--- src/rtl/noc_sched_pkg.sv ---
// noc_sched_pkg: shared FSM state type and one-hot to index helper for the packet scheduler
package noc_sched_pkg;

    typedef enum logic {
        IDLE = 1'b0,
        BUSY = 1'b1
    } sched_state_e;

    function automatic logic [31:0] onehot2idx(input logic [63:0] oh);
        logic [31:0] r;
        r = '0;
        for (int i = 0; i < 64; i++)
            if (oh[i]) r |= 32'(i);
        return r;
    endfunction

endpackage

--- src/rtl/rr_priority_pick.sv ---
// rr_priority_pick: first set request at or after the pointer, wrapping, as a one-hot pick
module rr_priority_pick #(
    parameter int CHANNEL_NUMBER       = 10,
    parameter int CHANNEL_NUMBER_WIDTH = $clog2(CHANNEL_NUMBER)
) (
    input  logic [CHANNEL_NUMBER-1:0]       req_i,
    input  logic [CHANNEL_NUMBER_WIDTH-1:0] ptr_i,
    output logic [CHANNEL_NUMBER-1:0]       pick_o,
    output logic                            any_o
);

    // scan from farthest to nearest so the nearest requester at/after the pointer wins
    always_comb begin
        int k;
        pick_o = '0;
        for (int i = CHANNEL_NUMBER - 1; i >= 0; i--) begin
            k = (int'(ptr_i) + i) % CHANNEL_NUMBER;
            if (req_i[k]) begin
                pick_o    = '0;
                pick_o[k] = 1'b1;
            end
        end
    end

    assign any_o = |req_i;

endmodule

--- src/rtl/router_wrr_packet_scheduler.sv ---
// router_wrr_packet_scheduler: packet-level weighted round-robin grant with long-packet watchdog
module router_wrr_packet_scheduler
    import noc_sched_pkg::*;
#(
    parameter int CHANNEL_NUMBER       = 10,
    parameter int CHANNEL_NUMBER_WIDTH = $clog2(CHANNEL_NUMBER),
    parameter int WEIGHT_WIDTH         = 3,
    parameter int MAX_PACKET_BEATS     = 64
) (
    input  logic                                   clk_i,
    input  logic                                   rst_i,
    input  logic [CHANNEL_NUMBER-1:0]              req_i,
    input  logic [CHANNEL_NUMBER*WEIGHT_WIDTH-1:0] cfg_weight_i,
    input  logic                                   beat_fire_i,
    input  logic                                   last_i,
    output logic [CHANNEL_NUMBER-1:0]              grant_o,
    output logic [CHANNEL_NUMBER_WIDTH-1:0]        grant_idx_o,
    output logic                                   grant_valid_o,
    output logic                                   err_long_pkt_o
);

    localparam int BW = $clog2(MAX_PACKET_BEATS + 1);

    sched_state_e                    state_q;
    logic [CHANNEL_NUMBER-1:0]       grant_q;
    logic [CHANNEL_NUMBER_WIDTH-1:0] idx_q;
    logic [CHANNEL_NUMBER_WIDTH-1:0] ptr_q;
    logic [WEIGHT_WIDTH-1:0]         credit_q;
    logic [BW-1:0]                   beats_q;
    logic                            err_q;

    logic [CHANNEL_NUMBER-1:0]       req_excl;
    logic [CHANNEL_NUMBER-1:0]       pick_req;
    logic [CHANNEL_NUMBER_WIDTH-1:0] pick_ptr;
    logic [CHANNEL_NUMBER_WIDTH-1:0] ptr_d;
    logic [CHANNEL_NUMBER-1:0]       pick;
    logic                            pick_any;
    logic [CHANNEL_NUMBER_WIDTH-1:0] pick_idx;
    logic [WEIGHT_WIDTH-1:0]         pick_w;
    logic [WEIGHT_WIDTH-1:0]         pick_credit;
    logic [WEIGHT_WIDTH-1:0]         credit_d;
    logic                            keep;

    // In BUSY the pick is only used at end of packet, starting just past the finished channel
    // and skipping it unless it is the sole requester.
    always_comb begin
        req_excl    = req_i & ~grant_q;
        ptr_d       = (idx_q == CHANNEL_NUMBER_WIDTH'(CHANNEL_NUMBER - 1)) ? '0 : idx_q + 1'b1;
        pick_req    = (state_q == IDLE) ? req_i : (|req_excl ? req_excl : req_i);
        pick_ptr    = (state_q == IDLE) ? ptr_q : ptr_d;
        pick_idx    = CHANNEL_NUMBER_WIDTH'(onehot2idx(64'(pick)));
        pick_w      = cfg_weight_i[int'(pick_idx) * WEIGHT_WIDTH +: WEIGHT_WIDTH];
        pick_credit = (pick_w == '0) ? WEIGHT_WIDTH'(1) : pick_w;
        credit_d    = credit_q - 1'b1;
        keep        = (credit_d != '0) && |(req_i & grant_q);
    end

    rr_priority_pick #(
        .CHANNEL_NUMBER      (CHANNEL_NUMBER),
        .CHANNEL_NUMBER_WIDTH(CHANNEL_NUMBER_WIDTH)
    ) u_pick (
        .req_i (pick_req),
        .ptr_i (pick_ptr),
        .pick_o(pick),
        .any_o (pick_any)
    );

    // grant FSM: arbitrate in IDLE, hold through the packet, re-arbitrate on the TLAST beat
    always_ff @(posedge clk_i) begin
        if (rst_i) begin
            state_q  <= IDLE;
            grant_q  <= '0;
            idx_q    <= '0;
            ptr_q    <= '0;
            credit_q <= '0;
            beats_q  <= '0;
            err_q    <= 1'b0;
        end else if (state_q == IDLE) begin
            if (pick_any) begin
                state_q  <= BUSY;
                grant_q  <= pick;
                idx_q    <= pick_idx;
                credit_q <= pick_credit;
                beats_q  <= '0;
            end
        end else if (beat_fire_i && last_i) begin
            beats_q <= '0;
            if (keep) begin
                credit_q <= credit_d;
            end else begin
                ptr_q <= ptr_d;
                if (pick_any) begin
                    grant_q  <= pick;
                    idx_q    <= pick_idx;
                    credit_q <= pick_credit;
                end else begin
                    state_q  <= IDLE;
                    grant_q  <= '0;
                    idx_q    <= '0;
                    credit_q <= '0;
                end
            end
        end else if (beat_fire_i) begin
            if (beats_q != BW'(MAX_PACKET_BEATS)) beats_q <= beats_q + 1'b1;
            if (beats_q == BW'(MAX_PACKET_BEATS - 1)) err_q <= 1'b1;
        end
    end

    assign grant_o        = grant_q;
    assign grant_idx_o    = idx_q;
    assign grant_valid_o  = (state_q == BUSY);
    assign err_long_pkt_o = err_q;

    // a beat with no grant held means the muxed stream moved without an owner
    a_no_beat_idle: assert property (@(posedge clk_i) disable iff (rst_i)
        !(state_q == IDLE && beat_fire_i));

endmodule

--- config.mk ---
export PLATFORM = sky130hd
export DESIGN_NAME = router_wrr_packet_scheduler
export DESIGN_NICKNAME = d
export VERILOG_FILES = /design/src/rtl/noc_sched_pkg.sv /design/src/rtl/rr_priority_pick.sv /design/src/rtl/router_wrr_packet_scheduler.sv
export SDC_FILE = /design/constraint.sdc
export NUM_CORES = 1
export LEC_CHECK = 0
export BUFFER_PORTS_ARGS = -buffer_cell sky130_fd_sc_hd__buf_2
export CAP_MARGIN = 10
export CORE_UTILIZATION = 40
export CTS_BUF_LIST = sky130_fd_sc_hd__clkbuf_4
export DETAILED_ROUTE_END_ITERATION = 6
export PLACE_DENSITY = 0.59
export SETUP_SLACK_MARGIN = 0.1
export SLEW_MARGIN = 25
export SYNTH_ARGS = -nofsm -noshare
export SYNTH_HDL_FRONTEND = slang
export SYNTH_SLANG_ARGS = --single-unit
--- constraint.sdc ---
create_clock -name clk_i -period 14.2 [get_ports clk_i]
set_input_delay 0.71 -clock clk_i [delete_from_list [all_inputs] [get_ports clk_i]]
set_output_delay 0.71 -clock clk_i [all_outputs]
set_load 0.02 [all_outputs]
Yosys cells after proc, flatten, opt, wreduce, memory -nomap -nowiden
Cells that the tools add are included.
Storage, ports and cells
  register bits: 30
  output and inout bits: 16
  word-level logic and storage cells: 184
Cells by class
  $add $sub $neg: 12
  $mul: 1
  divide/modulo/power cells: 10
  order comparisons: 20
  equality and inequality tests: 7
  shift operators: 1
  muxes and demuxes: 98
  bitwise operators: 5
  reduce and logical (&&, ||, !) cells: 23
Operators with widths (count)
  $ge 32x1->1 const B: 10
  $lt 32x6->1 const B: 10
  $mod 32x5->32 const B: 9
  $mux 10: 17
  $bmux 1 s4: 10
  $demux 1 s4: 10
  $mux 4: 9
  $mux 1: 35
  $mux 7: 5
  $mod 5x5->32 const B: 1
  $mux 3: 10
  $reduce_or 10->1: 3
  $shiftx 30x7->3: 1
  $add 4x3->5 const B: 4
  $and 10x10->10: 2
  $logic_and 1x1->1: 12
  $add 4x2->5 const B: 2
  $add 4x4->5 const B: 2
  $not 10->10: 1
  $reduce_and 3->1: 3
  $add 7x1->7 const B: 1
  $eq 7x6->1 const B: 1
  $ne 7x7->1 const B: 1
  $mul 4x2->6 const B: 1
  15 further kinds: 17

Longest topological paths before layout
  word-level depth: 36
  mapped depth: 39

By module
A second synthesis with hierarchy kept.
Unflattened totals
  cells, all modules: 1223
  area total of the unflattened synthesis: 8205.4 µm²
By module, submodules not included
  rr_priority_pick: times used 1, cells each 955, area an instance 6289.8 µm², seq. area each 0.0 µm²
  router_wrr_packet_scheduler: times used 1, cells each 268, area an instance 1915.6 µm², seq. area each 600.6 µm²

Least setup slack after synthesis
OpenSTA, ideal clock, no wires.
  kind: flip-flop to flip-flop
  start: register idx_q[1] (netlist: grant_idx_o[1])
  end: register credit_q[0]
  setup time: 0.117 ns
  arrival time: 7.619 ns
  data required time: 14.083 ns
  slack: 6.465 ns
  cell stages (with the launch flop): 36
  period minus slack after synthesis: 7.735 ns
  cells stage by stage: dfxtp_1 > inv_1 > ha_1 > and3b_1 > buf_2 > o21ai_2 > clkbuf_1 > buf_1 > clkbuf_1 > buf_1 > ha_1 > clkbuf_1 > nand2b_1 > o211ai_2 > inv_2 > buf_2 > nand2_1 > ha_1 > inv_1 > a21o_1 > o2111a_1 > buf_2 > mux2_4 > and2_1 > or4_4 > a32o_2 > a21oi_2 > and4bb_1 > a211oi_2 > and4bb_1 > and4_1 > buf_4 > mux2_1 > a21oi_1 > o211ai_1 > a22o_1
On the way
  longest elaborated chain between the ends: 36
  elaborated cells between the ends (all ways): 131
  those cells by class: add/sub: 10; mul: 1; div: 10; order compare: 20; eq/ne: 1; shift: 1; mux: 77; reduce/logical: 11
Ends and longest elaborated chain
  start: declaration: line router_wrr_packet_scheduler.sv:26  | logic [CHANNEL_NUMBER_WIDTH-1:0] idx_q;
  start signal: assignment: line router_wrr_packet_scheduler.sv:82  | idx_q <= pick_idx;
  start signal: assignment: line router_wrr_packet_scheduler.sv:94  | idx_q <= pick_idx;
  $add 4x1->4 / $eq 4x4->1 (equally long branches): line router_wrr_packet_scheduler.sv:48  | ptr_d = (idx_q == CHANNEL_NUMBER_WIDTH'(CHANNEL_NUMBER - 1)) ? '0 : idx_q + 1'b1;
  $mux 4 (*): line router_wrr_packet_scheduler.sv:48
  $mux 4 (*): line router_wrr_packet_scheduler.sv:50  | pick_ptr = (state_q == IDLE) ? ptr_q : ptr_d;
  $add 4x4->5: line rr_priority_pick.sv:17  | k = (int'(ptr_i) + i) % CHANNEL_NUMBER;
  $mod 32x5->32: line rr_priority_pick.sv:17
  $ge 32x1->1 (not written as such) / $lt 32x6->1 (equally long branches): line rr_priority_pick.sv:20  | pick_o[k] = 1'b1;
  $logic_and 1x1->1 (not written as such): line rr_priority_pick.sv:20
  $mux 1 (not written as such): line rr_priority_pick.sv:20
  (+20 left out)
  $mul 4x2->6 (*): line router_wrr_packet_scheduler.sv:52  | pick_w = cfg_weight_i[int'(pick_idx) * WEIGHT_WIDTH +: WEIGHT_WIDTH];
  $shiftx 30x7->3 (*): line router_wrr_packet_scheduler.sv:52
  $logic_not 3->1: line router_wrr_packet_scheduler.sv:53  | pick_credit = (pick_w == '0) ? WEIGHT_WIDTH'(1) : pick_w;
  $mux 3 (*): line router_wrr_packet_scheduler.sv:53
  $mux 3: line router_wrr_packet_scheduler.sv:92  | if (pick_any) begin
  $mux 3: line router_wrr_packet_scheduler.sv:88  | if (keep) begin
  $mux 3: line router_wrr_packet_scheduler.sv:86  | end else if (beat_fire_i && last_i) begin
  $mux 3 (*): line router_wrr_packet_scheduler.sv:78  | end else if (state_q == IDLE) begin
  end signal: assignment: line router_wrr_packet_scheduler.sv:83  | credit_q <= pick_credit;
  end signal: assignment: line router_wrr_packet_scheduler.sv:89  | credit_q <= credit_d;
  end signal: assignment: line router_wrr_packet_scheduler.sv:95  | credit_q <= pick_credit;
  end: declaration: line router_wrr_packet_scheduler.sv:28  | logic [WEIGHT_WIDTH-1:0] credit_q;
Every way passes the cells marked *; elsewhere a longest branch is shown, timed or not. The select of a mux whose other input is x is not followed.
A chain may end at the register's enable or synchronous reset.

Worst setup path after layout
  start: register state_q (netlist: grant_valid_o)
  end: register credit_q[1]
On the way
  longest elaborated chain between the ends: 34
  elaborated cells between the ends (all ways): 133
  those cells by class: add/sub: 9; mul: 1; div: 10; order compare: 20; eq/ne: 1; shift: 1; mux: 77; reduce/logical: 14
Ends and longest elaborated chain
  start: declaration: line router_wrr_packet_scheduler.sv:24  | sched_state_e state_q;
  start signal: assignment: line router_wrr_packet_scheduler.sv:71  | state_q <= IDLE;
  start signal: assignment: line router_wrr_packet_scheduler.sv:80  | state_q <= BUSY;
  start signal: assignment: line router_wrr_packet_scheduler.sv:97  | state_q <= IDLE;
  $mux 4: line router_wrr_packet_scheduler.sv:50
  $add 4x4->5: line rr_priority_pick.sv:17
  $mod 32x5->32: line rr_priority_pick.sv:17
  $ge 32x1->1 (not written as such) / $lt 32x6->1 (equally long branches): line rr_priority_pick.sv:20
  $logic_and 1x1->1 (not written as such): line rr_priority_pick.sv:20
  $mux 1 (not written as such): line rr_priority_pick.sv:20
  $demux 1 s4
  $mux 10 (10 in a row): line rr_priority_pick.sv:18  | if (req_i[k]) begin
  (+9 left out)
  $mul 4x2->6: line router_wrr_packet_scheduler.sv:52
  $shiftx 30x7->3: line router_wrr_packet_scheduler.sv:52
  $logic_not 3->1: line router_wrr_packet_scheduler.sv:53
  $mux 3: line router_wrr_packet_scheduler.sv:53
  $mux 3: line router_wrr_packet_scheduler.sv:92
  $mux 3: line router_wrr_packet_scheduler.sv:88
  $mux 3: line router_wrr_packet_scheduler.sv:86
  $mux 3: line router_wrr_packet_scheduler.sv:78
Parallel ways exist; a longest one is shown, timed or not. The select of a mux whose other input is x is not followed.

==> impl_metrics.csv <==
group,metric,value,unit
setup_path,crit_family,"compound AO/OA/AOI/OAI gates",
sta,finClkSkew,0.0156,ns
synthesis,synth_edf_count,0,
placement,gp_congestion,1.05,
detailed_routing,route.detailed.drc,0,
synthesis,synth_cell_types,124,
detailed_routing,via_count,10442,
sta,worst_slew_pin_slew,1.05,ns
grt,grt_start_max_net_pins,50,
sta,period_share,64.2,%
cts,post_cts_buffers,0,
finish,final_util,43.3,%
cts,clkTransAtPathRegs,0.11,ns
detailed_routing,ant_nets,0,
finish,n_antenna_cell,0,
cts,cts.sink_count,30,
synthesis,ys_ff_latch,30,
synthesis,syn_inst,1256,
cts,cts_max_level,2,
setup_path,end_kind,"register",
sta,slew_headroom,30.3,%
setup_path,crit_slowest_cell,"a2111oi_1",
setup_path,path_buf_inv,6,
placement,port_buffers,59,
power,vdd_drop_max,201,µV
floorplan,rows,53,
synthesis,synthesis.nets,1355,
cts,insertion_delay,0.36,ns
sta,fin_crit,9.12,ns
power,powerDensity,290,mW/mm²
sta,fmax,110,MHz
floorplan,die_h,149,µm
grt,grt_pass1_wl,52700,µm
setup_path,critical_path.max_stage_delay,0.90,ns
setup_path,critPathMaxFanout,27,
grt,track_usage,29.9,%
setup_path,worstSetupPathType,"reg -> reg",
synthesis,syn-cell-area,0.00869,mm²
detailed_routing,viasPerCell,6.76,
placement,dp.final_hpwl,26100,µm
grt,grt_antenna_before_repair,1,
setup_path,critical_path.startpoint_type,"register",
floorplan,die_area,0.0223,mm²
synthesis,ys_warn_count,0,
worst_hold_path,hp-class,"reg -> reg",
sta,hold_viol,0,
finish,area_growth,5.39,%
cts,postCtsResizedCells,0,
finish,nets,1368,
detailed_routing,drt_first_pass_iters,6,
floorplan,dieWidth,149,µm
cts,numCtsBuffers,5,
detailed_routing,drt_iter0_markers,977,
sta,rsz0062_at_grt,"no",
sta,setup_viol,0,
flow_run,drv_cap,0,
cts,cts.path.max_buffers,2,
grt,first_global_vias,9507,
detailed_routing,wirelength,33700,µm
synthesis,synth_ff_type,"dfxtp_1",
cts,cts_tree,"built",
detailed_routing,wl_per_cell,21.8,µm
sta,finalMaxSlewViolations,0,
synthesis,async_flop_share,0,%
setup_path,crit_top_cell,"inv_1",
cts,holdBufCountCts,0,
floorplan,core_area,0.0212,mm²
sta,final.setup.tns,0,ns
floorplan,io_pins,60,
synthesis,yosysSeqAreaShare,6.91,%
setup_path,arrival,9.36,ns
finish,drive_above_1_share,13.4,%
setup_path,worst_ep_required_time,14.43,ns
synthesis,syn_avg_cell_area,6.92,µm²
floorplan,initial_core_util,41.1,%
power,p_leak,3.48,nW
grt,grt_overflow,0,
run_status,status,"finished clean",
cts,clockRootBuffer,"clkbuf_4",
-- path summary, 6_finish.rpt --
kind	from	end	slack [ns]	cells after the start
setup / recovery	grant_valid_o	credit_q[1]	5.08	27
setup reg to reg	grant_valid_o	credit_q[1]	5.08	27
hold / removal	err_long_pkt_o	err_long_pkt_o	0.48	2
hold reg to reg	err_long_pkt_o	err_long_pkt_o	0.48	2
-- Yosys cell counts, types with 18 or more instances --
cell / instances / area share, %
nand2b_1: 21 / 1.5
nor2b_1: 21 / 1.5
nand4_1: 19 / 1.4
a31oi_1: 31 / 2.2
o21ai_0: 63 / 3.6
nor4_1: 20 / 1.4
a21oi_1: 85 / 4.9
inv_1: 41 / 1.8
nand3_1: 50 / 2.9
nand2_1: 109 / 4.7
buf_2: 18 / 1.0
clkbuf_1: 33 / 1.4
a211oi_1: 18 / 1.6
o211ai_1: 30 / 2.6
nor2_1: 141 / 6.1
dfxtp_1: 30 / 6.9
and2_1: 18 / 1.3
ha_1: 55 / 7.9
mux2i_1: 31 / 3.6
nor3_1: 41 / 2.4
-- registers in the layout, summed over array words and instances, names as in the netlist --
| register | count |
|---|---|
| grant_o | 10 |
| beats_q | 7 |
| grant_idx_o | 4 |
| ptr_q | 4 |
| credit_q | 3 |
| err_long_pkt_o | 1 |
| grant_valid_o | 1 |
-- routing by layer --
metal	track usage (%)	wire, µm	up-vias
li1	-	-	4880
met1	40.3	14500	4890
met2	47.8	15000	565
met3	2.54	2480	107
met4	14.1	1650	0
met5	0	0	-
-- power by group --
part / switching, mW / internal (mW)
clock network: 0.0338 / 0.0184
logic: 1.60 / 0.863
registers: 0.0348 / 0.105
-- worst reg2reg max path: stages (launching register included) --
cell and delay [ns]:
dfxtp_1 0.76, buf_4 0.41, inv_1 0.20, a211oi_4 0.64, nor2_2 0.08, buf_4 0.26
inv_1 0.33, ha_1 0.30, inv_1 0.06, ha_1 0.52, nor2b_1 0.30, inv_1 0.09
ha_1 0.31, nand2b_1 0.21, a21oi_1 0.29, nor3_1 0.09, a222oi_1 0.23, a21bo_2 0.30
a22o_1 0.27, o31ai_2 0.68, nor3_1 0.11, a2111oi_1 0.90, o2111ai_2 0.62, and2_1 0.40
a211oi_1 0.24, a2111oi_2 0.07, o31ai_1 0.26, a211oi_1 0.10
-- area by class of cell --
type	instances	area, µm²
Clock buffer	5	37.5
Timing Repair Buffer	77	430
Fill cell	2261	12000
Tap cell	275	344
Sequential cell	30	601
Multi-Input combinational cell	1107	7550
Inverter	48	180
Clock inverter	3	16.3
-- through the flow --
step | hold slack, ns | power [mW] | std cells | area, µm² | setup slack (ns)
3_5_place_dp | 0.469 | 2.53 | 1537 | 9100 | 5.33
4_1_cts | 0.496 | 2.59 | 1545 | 9160 | 5.31
3_3_place_gp | 0.454 | 2.54 | 1537 | 9100 | 5.55
5_1_grt | 0.528 | 2.84 | 1545 | 9160 | 4.50
2_1_floorplan | 0.473 | 1.97 | 1256 | 8690 | 6.46
6_report | 0.483 | 2.66 | 1545 | 9160 | 5.08
-- cell families (layout without fill, tap and decap cells) --
| family | after synthesis | after routing | share of synthesized area (%) |
|---|---|---|---|
| XOR/XNOR | 22 | 22 | 2.61 |
| AO/OA/AOI/OAI | 456 | 456 | 39.5 |
| adder cells (fa/ha/maj) | 58 | 58 | 8.27 |
| AND/OR/NAND/NOR | 527 | 527 | 31.1 |
| buffers and inverters | 119 | 133 | 6.22 |
| flip-flops | 30 | 30 | 6.91 |
| multiplexers | 44 | 44 | 5.30 |
-- placed cells by master (no fill, tap or decap), drive strengths merged, types with 18 or more instances in the layout --
cell type / count
nor2b: 22
buf: 77
nor4: 22
xnor2: 20
o211ai: 33
mux2i: 31
and2: 18
dfxtp: 30
a21oi: 87
a211oi: 23
o21ai: 73
ha: 55
nor2: 145
inv: 47
a31oi: 31
nand4: 19
nand2: 111
nand2b: 21
nor3: 42
o31ai: 19
nand3: 50
No activity file was read; power rests on OpenSTA's default activity.
